File: src/rtl/spi_flash_target.sv
// spi_flash_target
//   Serial NOR flash read-port responder. Lets an on-chip SPI flash master
//   (e.g. an XIP mapper) boot from FPGA-internal memory. SCK, CS_N and the
//   IO pads are oversampled in the clk domain. Two commands are decoded:
//   0x03 (single read) and 0xBB (dual-I/O read). Data bytes come from a
//   byte-wide synchronous memory port and are shifted out MSB first.
//
// Ports
//   clk, reset          system clock, async active-high reset
//   sck, cs_n           SPI mode-0 clock and active-low select (async)
//   io0_in, io1_in      IO pad inputs (io0 = MOSI in single mode)
//   io0_out/io0_oe      IO0 drive value / enable
//   io1_out/io1_oe      IO1 drive value / enable (io1 = MISO in single mode)
//   mem_addr            byte address to backing memory
//   mem_rstrb           one-cycle read strobe
//   mem_rdata           read data, valid one clk after mem_rstrb
//   active              high while a transaction is being decoded
module spi_flash_target #(
  parameter int unsigned ADDR_WIDTH  = 24,
  parameter int unsigned MODE_CLOCKS = 4
) (
  input  logic                  clk,
  input  logic                  reset,
  input  logic                  sck,
  input  logic                  cs_n,
  input  logic                  io0_in,
  input  logic                  io1_in,
  output logic                  io0_out,
  output logic                  io0_oe,
  output logic                  io1_out,
  output logic                  io1_oe,
  output logic [ADDR_WIDTH-1:0] mem_addr,
  output logic                  mem_rstrb,
  input  logic [7:0]            mem_rdata,
  output logic                  active
);

  localparam logic [7:0] MODE_LAST = 8'(MODE_CLOCKS - 1);

  typedef enum logic [2:0] {
    IDLE,
    CMD,
    ADDR_S,
    ADDR_D,
    MODE_D,
    DATA_S,
    DATA_D,
    IGNORE
  } state_t;

  state_t      state;

  logic [1:0]  sck_sync;
  logic [1:0]  cs_sync;
  logic [1:0]  io0_sync;
  logic [1:0]  io1_sync;
  logic        sck_d;

  logic        sck_s;
  logic        cs_s;
  logic        io0_s;
  logic        io1_s;
  logic        sck_rise;
  logic        sck_fall;

  logic [7:0]  bit_cnt;
  logic [22:0] in_sh;       // command / address shifter
  logic [23:0] sh_single;   // in_sh with one io0 bit appended
  logic [23:0] sh_dual;     // in_sh with an {io1,io0} pair appended
  logic [7:0]  shreg;       // outgoing data byte
  logic [7:0]  pf_buf;      // prefetched next byte
  logic        first_load;  // next read return goes straight to shreg
  logic        fetch_next;  // issue the prefetch strobe this clk
  logic        rd_valid;    // mem_rdata is valid this clk

  assign sck_s     = sck_sync[1];
  assign cs_s      = cs_sync[1];
  assign io0_s     = io0_sync[1];
  assign io1_s     = io1_sync[1];
  assign sck_rise  = sck_s & ~sck_d;
  assign sck_fall  = ~sck_s & sck_d;
  assign sh_single = {in_sh, io0_s};
  assign sh_dual   = {in_sh[21:0], io1_s, io0_s};

  // cs_n synchroniser resets to the deselected level so that leaving reset
  // with the bus idle does not look like a select.
  always_ff @(posedge clk or posedge reset) begin
    if (reset) begin
      sck_sync <= '0;
      cs_sync  <= '1;
      io0_sync <= '0;
      io1_sync <= '0;
      sck_d    <= 1'b0;
    end else begin
      sck_sync <= {sck_sync[0], sck};
      cs_sync  <= {cs_sync[0], cs_n};
      io0_sync <= {io0_sync[0], io0_in};
      io1_sync <= {io1_sync[0], io1_in};
      sck_d    <= sck_s;
    end
  end

  always_ff @(posedge clk or posedge reset) begin
    if (reset) begin
      state      <= IDLE;
      io0_out    <= 1'b0;
      io0_oe     <= 1'b0;
      io1_out    <= 1'b0;
      io1_oe     <= 1'b0;
      mem_addr   <= '0;
      mem_rstrb  <= 1'b0;
      active     <= 1'b0;
      bit_cnt    <= '0;
      in_sh      <= '0;
      shreg      <= '0;
      pf_buf     <= '0;
      first_load <= 1'b0;
      fetch_next <= 1'b0;
      rd_valid   <= 1'b0;
    end else begin
      mem_rstrb <= 1'b0;
      rd_valid  <= mem_rstrb;

      // Deselect wins over any SCK event seen in the same clk.
      if (cs_s) begin
        state      <= IDLE;
        io0_out    <= 1'b0;
        io0_oe     <= 1'b0;
        io1_out    <= 1'b0;
        io1_oe     <= 1'b0;
        active     <= 1'b0;
        first_load <= 1'b0;
        fetch_next <= 1'b0;
      end else begin
        // Read pipeline: the initial return fills shreg, later returns fill
        // the prefetch buffer. Each shreg load schedules the next fetch.
        if (state == DATA_S || state == DATA_D) begin
          if (rd_valid) begin
            if (first_load) begin
              shreg      <= mem_rdata;
              first_load <= 1'b0;
              fetch_next <= 1'b1;
            end else begin
              pf_buf <= mem_rdata;
            end
          end
          if (fetch_next) begin
            mem_rstrb  <= 1'b1;
            mem_addr   <= mem_addr + 1'b1;
            fetch_next <= 1'b0;
          end
        end

        case (state)
          IDLE: begin
            state   <= CMD;
            active  <= 1'b1;
            bit_cnt <= '0;
            in_sh   <= '0;
          end

          CMD: begin
            if (sck_rise) begin
              if (bit_cnt == 8'd7) begin
                bit_cnt <= '0;
                in_sh   <= '0;
                case (sh_single[7:0])
                  8'h03:   state <= ADDR_S;
                  8'hBB:   state <= ADDR_D;
                  default: state <= IGNORE;
                endcase
              end else begin
                bit_cnt <= bit_cnt + 8'd1;
                in_sh   <= sh_single[22:0];
              end
            end
          end

          ADDR_S: begin
            if (sck_rise) begin
              in_sh <= sh_single[22:0];
              if (bit_cnt == 8'd23) begin
                bit_cnt    <= '0;
                state      <= DATA_S;
                io1_oe     <= 1'b1;
                io0_oe     <= 1'b0;
                mem_addr   <= ADDR_WIDTH'(sh_single);
                mem_rstrb  <= 1'b1;
                first_load <= 1'b1;
              end else begin
                bit_cnt <= bit_cnt + 8'd1;
              end
            end
          end

          ADDR_D: begin
            if (sck_rise) begin
              in_sh <= sh_dual[22:0];
              if (bit_cnt == 8'd11) begin
                bit_cnt  <= '0;
                // Address is parked in mem_addr so MODE_D needs no copy of it.
                mem_addr <= ADDR_WIDTH'(sh_dual);
                if (MODE_CLOCKS == 0) begin
                  state      <= DATA_D;
                  io0_oe     <= 1'b1;
                  io1_oe     <= 1'b1;
                  mem_rstrb  <= 1'b1;
                  first_load <= 1'b1;
                end else begin
                  state <= MODE_D;
                end
              end else begin
                bit_cnt <= bit_cnt + 8'd1;
              end
            end
          end

          MODE_D: begin
            if (sck_rise) begin
              if (bit_cnt == MODE_LAST) begin
                bit_cnt    <= '0;
                state      <= DATA_D;
                io0_oe     <= 1'b1;
                io1_oe     <= 1'b1;
                mem_rstrb  <= 1'b1;
                first_load <= 1'b1;
              end else begin
                bit_cnt <= bit_cnt + 8'd1;
              end
            end
          end

          DATA_S: begin
            if (sck_fall) begin
              io1_out <= shreg[7];
              shreg   <= {shreg[6:0], 1'b0};
            end else if (sck_rise) begin
              if (bit_cnt == 8'd7) begin
                bit_cnt    <= '0;
                shreg      <= pf_buf;
                fetch_next <= 1'b1;
              end else begin
                bit_cnt <= bit_cnt + 8'd1;
              end
            end
          end

          DATA_D: begin
            if (sck_fall) begin
              io1_out <= shreg[7];
              io0_out <= shreg[6];
              shreg   <= {shreg[5:0], 2'b00};
            end else if (sck_rise) begin
              if (bit_cnt == 8'd3) begin
                bit_cnt    <= '0;
                shreg      <= pf_buf;
                fetch_next <= 1'b1;
              end else begin
                bit_cnt <= bit_cnt + 8'd1;
              end
            end
          end

          IGNORE: begin
          end

          default: state <= IDLE;
        endcase
      end
    end
  end

endmodule

File: config.mk
export PLATFORM = sky130hd
export DESIGN_NAME = spi_flash_target
export DESIGN_NICKNAME = d
export VERILOG_FILES = /design/src/rtl/spi_flash_target.sv
export SDC_FILE = /design/constraint.sdc
export NUM_CORES = 1
export LEC_CHECK = 0
export BUFFER_PORTS_ARGS = -buffer_cell sky130_fd_sc_hd__buf_2
export CAP_MARGIN = 20
export CORE_MARGIN = 1
export CORE_UTILIZATION = 45
export CTS_BUF_LIST = sky130_fd_sc_hd__clkbuf_2 sky130_fd_sc_hd__clkbuf_4 sky130_fd_sc_hd__clkbuf_8
export CTS_CLUSTER_SIZE = 8
export DETAILED_ROUTE_END_ITERATION = 7
export GPL_TIMING_DRIVEN = 0
export PLACE_DENSITY = 0.64
export SLEW_MARGIN = 15
export SYNTH_ARGS = -nofsm -noshare
export SYNTH_HDL_FRONTEND = slang
export SYNTH_SLANG_ARGS = --single-unit
File: constraint.sdc
create_clock -name clk -period 3 [get_ports clk]
set_input_delay 0.45 -clock clk [delete_from_list [all_inputs] [get_ports clk]]
set_output_delay 0.45 -clock clk [all_outputs]
set_load 0.01 [all_outputs]
==> results.yml <==
power_and_ir_drop:
  finalPower_mw: 3.32
  p_leak_nw: 2.64
  power.density_nw_per_um2: 577
  clockPowerShare_pct: 24.2
  p_int_mw: 2.06
  peakVddDrop_uv: 349
  p_comb_share_pct: 30.6
  p_sw_share_pct: 37.8
  pwr-share-seq_pct: 45.2
  p_sw_mw: 1.25
clocking:
  cts_tree: "built"
  clock_latency_ns: 0.39
  cts_setup_buffers: 0
  clkTransAtPathRegs_ns: 0.10
  cts_htree_levels: 3
  holdBufCountCts: 0
  ctsResizeCount: 0
  clock-sinks: 92
  root_buffer: "clkbuf_8"
  cts_made_buffers: 9
  clockBufferDepth: 2
detailed_routing:
  drt-total-wl_mm: 13.8
  first_pass_iters: 8
  drc: 0
  post_drt_wl_per_cell_um: 19.2
  vias: 4645
  drt_iter0_drc: 475
  postRouteAntennaNets: 0
  vias_per_cell: 6.47
logic_synthesis:
  synth_fp_nets: 533
  synth_warnings: 0
  synth-seq-cells: 92
  synth_cells: 517
  synth-edff-count: 0
  avgSynthCellArea_um2: 9.95
  async_flop_share_pct: 100
  ys_seq_area_share_pct: 44.8
  synth.distinct_cells: 73
  syn_area_um2: 5140
  synth_ff_type: "dfrtp_1"
critical_path:
  end_kind: "register"
  crit_required_ns: 3.25
  path_class: "reg2reg"
  path_cells: "ha_1, or3b_4, nor4b_4, nor2_2, buf_2, a21oi_1, o22ai_1"
  slowest_delay_ns: 0.58
  crit_arrival_ns: 2.87
  critPathLaunchType: "register"
  endpoint: "mem_addr[8]"
  r2r_slack_ns: 0.38
  crit_family: "simple AND/OR/NAND/NOR gates"
  cp_num_cells: 7
  setup.worst_path.start: "bit_cnt[0]"
  reg2reg_to: "mem_addr[8]"
  r2r_cells: 7
  path_buf_inv: 1
  crit_path_max_fanout: 10
  timing.rr.start: "bit_cnt[0]"
  worst_path_max_delay_cell: "nor4b_4"
timing:
  max-slew-margin-rel_pct: 45.9
  min_period_ns: 2.62
  finalSetupTns_ns: 0
  setup_viol: 0
  rsz0062_at_grt: "false"
  worst_slew_pin_slew_ns: 0.810
  finClkSkew_ns: 0.0102
  fin_crit_sh_pct: 87.3
  fin_ws_ns: 0.380
  final_max_slew_viol_count: 0
  hold_viol: 0
  max_freq_mhz: 382
finish:
  nets: 589
  multiInputGateArea_um2: 2570
  final_cell_mix: "dfrtp_1, buf_2, inv_1"
  layout_commonest_cell: "dfrtp_1"
  area_growth_pct: 11.8
  num_antenna_cells: 0
  drive_gt1_share_pct: 18.9
  fill_cells: 1024
  regArea_um2: 2300
global_routing:
  met1_usage_pct: 35.5
  grt_usage_pct: 24.7
  overflow: 0
  grt_pass1_wl_mm: 22.2
  grt_start_max_net_pins: 57
  antenna_found_initial: 0
  grt_use_met3_pct: 5.92
  use_met2_pct: 35.9
  grt_pass1_vias: 4383
  grt-busiest-layer: "met2"
job:
  maxCapViolCount: 0
placement:
  place.gp.congestion: 0.868
  dp_hpwl_mm: 9.96
  port_buffers: 43
  dp_slack_ns: 0.430
die:
  die_h_um: 109
  ios: 44
  num_rows: 38
  die_x_um: 109
  initial_core_util_pct: 46.8
  core_um2: 11000
  die-area_um2: 11900
run_status:
  status: "finished, final reports clean"
hold_path:
  hold_class: "in2async"
-- cells by family after synthesis --
logic type / Yosys count / synth area share (%)
muxes: 24 / 5.04
DFF: 92 / 44.8
AOI/OAI and AO/OA: 168 / 25.0
buffers and inverters: 65 / 5.16
adders and majority gates: 2 / 0.487
xor gates and xnor gates: 3 / 0.803
and+or+nand+nor: 163 / 18.7
-- area by class of cell --
type                            count  area share [%]
Clock buffer                        9            2.15
Inverter                           36            2.39
Multi-Input combinational cell    360            44.7
Sequential cell                    92            40.1
Clock inverter                      7            1.02
Tap cell                          140            3.05
Timing Repair Buffer               45            4.31
Buffer                             29            2.26
-- per-stage QoR --
step                      util [%]  std cells  area, um^2  hold WS (ns)
final                         52.4        718        5750        0.0789
after CTS                     52.4        718        5750        0.0999
after floorplan                  -        517        5140         0.331
after global placement        50.4        700        5530         0.331
after detailed placement      50.7        702        5570         0.335
after global routing          52.4        718        5750         0.124
-- flip-flops by register name, indices dropped and copies added (netlist names), 2 cells and up --
name and count:
bit_cnt 8, cs_sync 2, pf_buf 8, mem_addr 24, io1_sync 2, io0_sync 2
shreg 8, in_sh 23, state 3, sck_sync 2
-- cell usage after synthesis, types with 3 or more instances --
library cell	instances	area (um^2)
o211ai_1	5	37.5
nand2_1	19	71.3
o2bb2ai_1	3	26.3
a31oi_1	4	25.0
inv_1	35	131
o21ai_1	7	35.0
clkbuf_1	14	52.6
a211oi_1	3	22.5
nor2b_1	10	62.6
a22o_1	9	78.8
a21oi_1	23	115
nand2b_1	6	37.5
mux2_2	15	169
nor3_1	15	75.1
and2_1	3	18.8
o31ai_1	3	22.5
a221o_1	4	40.0
nor3b_1	3	22.5
nor4_1	5	31.3
and3b_1	3	26.3
a221oi_1	12	105
o22ai_1	8	50.1
a21o_1	10	75.1
nor2_1	27	101
nand4_1	11	68.8
a2bb2oi_1	4	35.0
and4_1	5	43.8
mux2i_1	9	90.1
dfrtp_1	90	2250
buf_2	11	55.1
a222oi_1	28	280
nand3_1	24	120
o21ai_0	14	70.1
and3_1	9	56.3
a311oi_1	3	26.3
a22oi_1	13	97.6
-- how the worst min path moves through the flow --
stage / to / from / slack [ns] / cells after the start
floorplan: io0_sync[1] / io0_sync[0] / 0.33 / 0
global placement: io1_sync[1] / io1_sync[0] / 0.33 / 0
detailed placement: io0_sync[1] / io0_sync[0] / 0.33 / 0
CTS: bit_cnt[5] / reset / 0.1 / 2
global route: bit_cnt[5] / reset / 0.12 / 2
finish: mem_addr[7] / reset / 0.08 / 2
-- power by group through the flow --
stage	clock network, mW	registers [mW]	logic [mW]
2_1_floorplan	0	1.49	0.766
3_3_place_gp	0	1.51	0.969
3_5_place_dp	0	1.52	0.999
4_1_cts	0.819	1.49	1.00
5_1_grt	0.861	1.52	1.12
6_report	0.803	1.50	1.01
-- worst reg2reg max path, stage by stage, from the launching register on --
cell and delay (ns):
dfrtp_1 0.39, ha_1 0.28, or3b_4 0.44, nor4b_4 0.58, nor2_2 0.26, buf_2 0.26
a21oi_1 0.16, o22ai_1 0.10
-- layer usage --
metal / vias up / part of all wire (%)
met5: - / 0
met1: 2265 / 46
met2: 215 / 43
met4: 0 / 2.2
li1: 2139 / -
met3: 26 / 8.6
(Power assumes the default switching activity.)
